[src/rtl/mux_arbiter.sv]
// mux_arbiter: four-requester round-robin arbiter feeding a single registered
// payload slot with a valid/ready handshake on the downstream side.
// A payload is captured when the slot is empty, or when the slot drains in the
// same cycle, so a steady stream moves one payload per cycle.
module mux_arbiter #(
    parameter int DATA_W = 8
) (
    input  logic                  clk_i,
    input  logic                  rst_i,
    input  logic [3:0]            req_i,
    input  logic [4*DATA_W-1:0]   data_i,
    output logic [3:0]            gnt_o,
    output logic                  valid_o,
    output logic [DATA_W-1:0]     data_o,
    output logic [1:0]            sel_o,
    input  logic                  ready_i,
    output logic                  busy_o
);

    typedef enum logic {
        IDLE = 1'b0,
        HOLD = 1'b1
    } state_t;

    state_t              state_reg;
    logic [1:0]          ptr_reg;
    logic [1:0]          sel_reg;
    logic [DATA_W-1:0]   data_reg;

    // Unpacked view of the packed payload bus, one lane per requester.
    logic [DATA_W-1:0]   lane [4];

    generate
        for (genvar gi = 0; gi < 4; gi++) begin : g_lane
            assign lane[gi] = data_i[gi*DATA_W +: DATA_W];
        end
    endgenerate

    // The slot can take a new payload when empty or when it is being drained
    // this cycle; nothing is captured while reset is held.
    logic capture_en;
    assign capture_en = !rst_i && ((state_reg == IDLE) || ready_i);

    // Round-robin search: first requesting index at or above ptr, wrapping.
    logic       win_found;
    logic [1:0] win_idx;
    always_comb begin
        logic [1:0] idx;
        win_found = 1'b0;
        win_idx   = 2'd0;
        idx       = 2'd0;
        for (int k = 0; k < 4; k++) begin
            idx = ptr_reg + 2'(k);
            if (!win_found && req_i[idx]) begin
                win_found = 1'b1;
                win_idx   = idx;
            end
        end
    end

    logic do_capture;
    assign do_capture = capture_en && win_found;

    // Grant is combinational and only ever raised on an actual capture.
    always_comb begin
        gnt_o = 4'b0000;
        if (do_capture) begin
            gnt_o = 4'b0001 << win_idx;
        end
    end

    // Slot FSM: capture loads payload/index and advances the pointer;
    // a drain without a new capture empties the slot but keeps data/sel.
    always_ff @(posedge clk_i) begin
        if (rst_i) begin
            state_reg <= IDLE;
            ptr_reg   <= 2'd0;
            sel_reg   <= 2'd0;
            data_reg  <= '0;
        end else if (do_capture) begin
            state_reg <= HOLD;
            data_reg  <= lane[win_idx];
            sel_reg   <= win_idx;
            ptr_reg   <= win_idx + 2'd1;
        end else if ((state_reg == HOLD) && ready_i) begin
            state_reg <= IDLE;
        end
    end

    assign valid_o = (state_reg == HOLD);
    assign busy_o  = valid_o;
    assign data_o  = data_reg;
    assign sel_o   = sel_reg;

endmodule

[config.mk]
export PLATFORM = sky130hd
export DESIGN_NAME = mux_arbiter
export DESIGN_NICKNAME = d
export VERILOG_FILES = /design/src/rtl/mux_arbiter.sv
export SDC_FILE = /design/constraint.sdc
export NUM_CORES = 1
export LEC_CHECK = 0
export BUFFER_PORTS_ARGS = -buffer_cell sky130_fd_sc_hd__buf_2
export CAP_MARGIN = 20
export CORE_MARGIN = 4
export CORE_UTILIZATION = 25
export CTS_BUF_LIST = sky130_fd_sc_hd__clkbuf_16
export DETAILED_ROUTE_END_ITERATION = 8
export HOLD_SLACK_MARGIN = 0.08
export SLEW_MARGIN = 25
export SYNTH_ARGS = -nofsm -noshare
export SYNTH_HDL_FRONTEND = slang
export SYNTH_SLANG_ARGS = --single-unit
[constraint.sdc]
create_clock -name clk_i -period 3.6 [get_ports clk_i]
set_input_delay 0.72 -clock clk_i [delete_from_list [all_inputs] [get_ports clk_i]]
set_output_delay 0.72 -clock clk_i [all_outputs]
set_load 0.05 [all_outputs]
==> flow_summary.yaml <==
synth:
  syn_inst: 85
  synth_seq_cells: 13
  yosys_warnings: 0
  yosys.area_share.simple_pct: 27.8
  synth.area.mux_share_pct: 19.6
  synth_xor_area_share_pct: 1.07
  synthAdderAreaFrac_pct: 0
  netlist.area_leader.share_pct: 31.9
  synth.most_common_cell: "mux2i_1"
  synthArstFlopShare_pct: 0
  postSynthAreaPerCell_sq_um: 9.60
  ys_seq_area_share_pct: 31.9
  synth_ff_type: "dfxtp_1"
  synth-compound-area-share_pct: 14.9
  synth_edf_count: 0
  synth.distinct_cells: 24
  synthTopCellsByArea: "dfxtp_1 32%, mux2i_1 20%, nand3b_1 9.2%"
  synth_top_family_by_area: "simple AND/OR/NAND/NOR gates"
  syn_nets: 124
  synth_top_cells_by_count: "16 x mux2i_1, 13 x dfxtp_1, 10 x nand3b_1"
  synthesis.area_sq_um: 816
  yosysTopAreaCell: "dfxtp_1"
floorplanning:
  boundaryPins: 55
  start_util_pct: 26.5
  die_y_microns: 65.1
  die_w_microns: 65.1
  rows: 20
  die-area_sq_mm: 0.00424
  core_area_sq_mm: 0.00308
timing:
  setup_violations: 0
  relSlewSlack_pct: 68.7
  hold_viol_final: 0
  worstMarginPinSlew_ns: 0.466
  slew_viol_final: 0
  tns_ns: 0
  grt_setup_unrepaired: "false"
  skew_ns: 0.00242
  finalCritPeriodShare_pct: 76.3
  min_period_ns: 2.75
  max_freq_mhz: 364
finish:
  largest_reg_flops: 8
  final_layout_size_suffix_gt1_share_pct: 46.0
  fin_area_sq_mm: 0.00119
  layoutNonFillerInstCount: 183
  syn_to_final_growth_pct: 46.0
  antenna_cells: 0
  fin_nets: 179
worst_setup_path:
  cp.depth: 6
  cp.arrival_ns: 2.03
  ff2ff_path_depth: 6
  worstPathCellList: "buf_2 > nor2b_1 > a21boi_1 > o32ai_2 > and3_1 > buf_2"
  worst_path_most_repeated_cell: "buf_2"
  rr_endpoint: "data_o[5]"
  crit_fanout: 4
  crit_slowest_cell: "o32ai_2"
  startpoint: "req_i[2]"
  cpPeakStageDelay_ns: 0.43
  crit_buf_inv: 2
  critPathCaptureType: "output pin"
  endpoint: "gnt_o[0]"
  worstSetupStartpointType: "input pin"
  critPathTopFamily: "compound AO/OA/AOI/OAI gates"
  crit_required_ns: 2.88
  r2r_slack_ns: 1.89
  critPathKind: "input pin to output pin"
  reg2reg_from: "ptr_reg[0]"
clocking:
  cts_root_buffer: "clkbuf_16"
  path_clk_slew_ns: 0.04
  ctsResizeCount: 0
  cts_tree: "yes"
  h-tree-depth: 1
  cts.hold.buffers_added: 0
  clk_latency_ns: 0.24
  cts_sinks: 13
  ctsLongestPathBuffers: 2
  post-cts-setup-buffers: 0
  cts_inserted_buffers: 3
routing:
  drt-total-wl_mm: 2.39
  first_pass_iters: 4
  dr.first_iter.drc_count: 53
  wl_per_cell_microns: 13.0
  ant_nets: 0
  num_vias: 871
  drc: 0
  avgViaCountPerCell: 4.76
global_routing:
  grt_overflow: 0
  antenna_found_initial: 0
  grt_pass1_vias: 908
  grt_max_degree: 19
  track_usage_pct: 12.2
  grt_pass1_wl_mm: 4.06
power_and_ir_drop:
  p_leak_nw: 0.617
  ir_worst_vdd_mv: 0.281
  power_density_mw_per_mm2: 505
min_path:
  min_from: "sel_o[0]"
  hp-class: "flop to flop"
outcome:
  outcome: "complete, no violations"
placement:
  place_area_sq_mm: 0.00111
  dp.final_hpwl_mm: 1.86
  place_inst: 179
  port_buffers: 54
  gp_congestion: 0.751
run:
  max_cap_violations: 0
## area by class of cell
cell class              count  area, sq um
fillers                   325         1890
clock buffers               3         75.1
well taps                  44         55.1
clock inverters             1         3.75
multi-input cells          67          519
flip-flops and latches     13          260
repair buffers             55          278
## how the worst min path moves through the flow
stage / cells after the start / end / slack (ns)
after floorplan: 2 / ptr_reg[0] / 0.48
after global placement: 2 / sel_o[1] / 0.48
after detailed placement: 2 / sel_o[0] / 0.48
after CTS: 2 / sel_o[0] / 0.48
after global routing: 2 / sel_o[1] / 0.50
final: 2 / sel_o[0] / 0.48
## power by group
part	internal [mW]	switching, mW	total (mW)
clock	0.146	0.0581	0.204
combinational	0.0745	0.145	0.220
sequential	0.166	0.0117	0.177
total	0.386	0.215	0.602
## layout by cell type (no fill, tap or decap)
| master | Yosys | final |
|---|---|---|
| clkbuf_16 | 0 | 3 |
| inv_1 | 0 | 1 |
| xnor2_1 | 1 | 1 |
| nand2_1 | 4 | 4 |
| nor2_2 | 0 | 1 |
| nor3_2 | 1 | 1 |
| buf_2 | 1 | 54 |
| or3_1 | 1 | 1 |
| nor2_1 | 9 | 8 |
| nor2b_1 | 5 | 5 |
| and2b_4 | 1 | 1 |
| and3_1 | 2 | 2 |
| nor4b_2 | 1 | 1 |
| buf_4 | 1 | 1 |
| dfxtp_1 | 13 | 13 |
| nor3_1 | 1 | 1 |
| a211oi_2 | 1 | 1 |
| mux2i_1 | 16 | 16 |
| o32a_1 | 1 | 1 |
| nand3b_1 | 10 | 10 |
| o32ai_2 | 1 | 1 |
| o221ai_1 | 8 | 8 |
| o21ai_0 | 1 | 1 |
| nor4_1 | 2 | 2 |
| a21boi_1 | 1 | 1 |
## per-stage QoR
step | util (%) | total power [mW] | hold WS (ns) | worst slack (ns)
detailed placement | 36.1 | 0.401 | 0.476 | 0.875
global route | 38.7 | 0.636 | 0.502 | 0.700
finish | 38.7 | 0.602 | 0.477 | 0.854
global placement | 36.1 | 0.397 | 0.475 | 0.919
floorplan | - | 0.345 | 0.477 | 0.879
CTS | 38.7 | 0.608 | 0.484 | 0.874
## routing by layer
layer	share of wire (%)	up-vias	global-route usage, %	routed length [microns]
li1	-	434	-	-
met3	9.7	2	4.79	231
met4	0.63	0	2.33	15
met1	41	396	13.5	973
met2	49	39	22.0	1170
met5	0	-	0	0
## cells by family after synthesis
| logic type | after synthesis |
|---|---|
| and+or+nand+nor | 37 |
| AOI/OAI and AO/OA | 13 |
| xor gates and xnor gates | 1 |
| DFF | 13 |
| buffers and inverters | 5 |
| muxes | 16 |
## tightest hold or removal path, delay by kind of cell, from the launching register on
family	cells	cell delay, ns
DFF	1	0.30
and+or+nand+nor	2	0.12
Note: power is estimated with default switching activity, not from simulation.
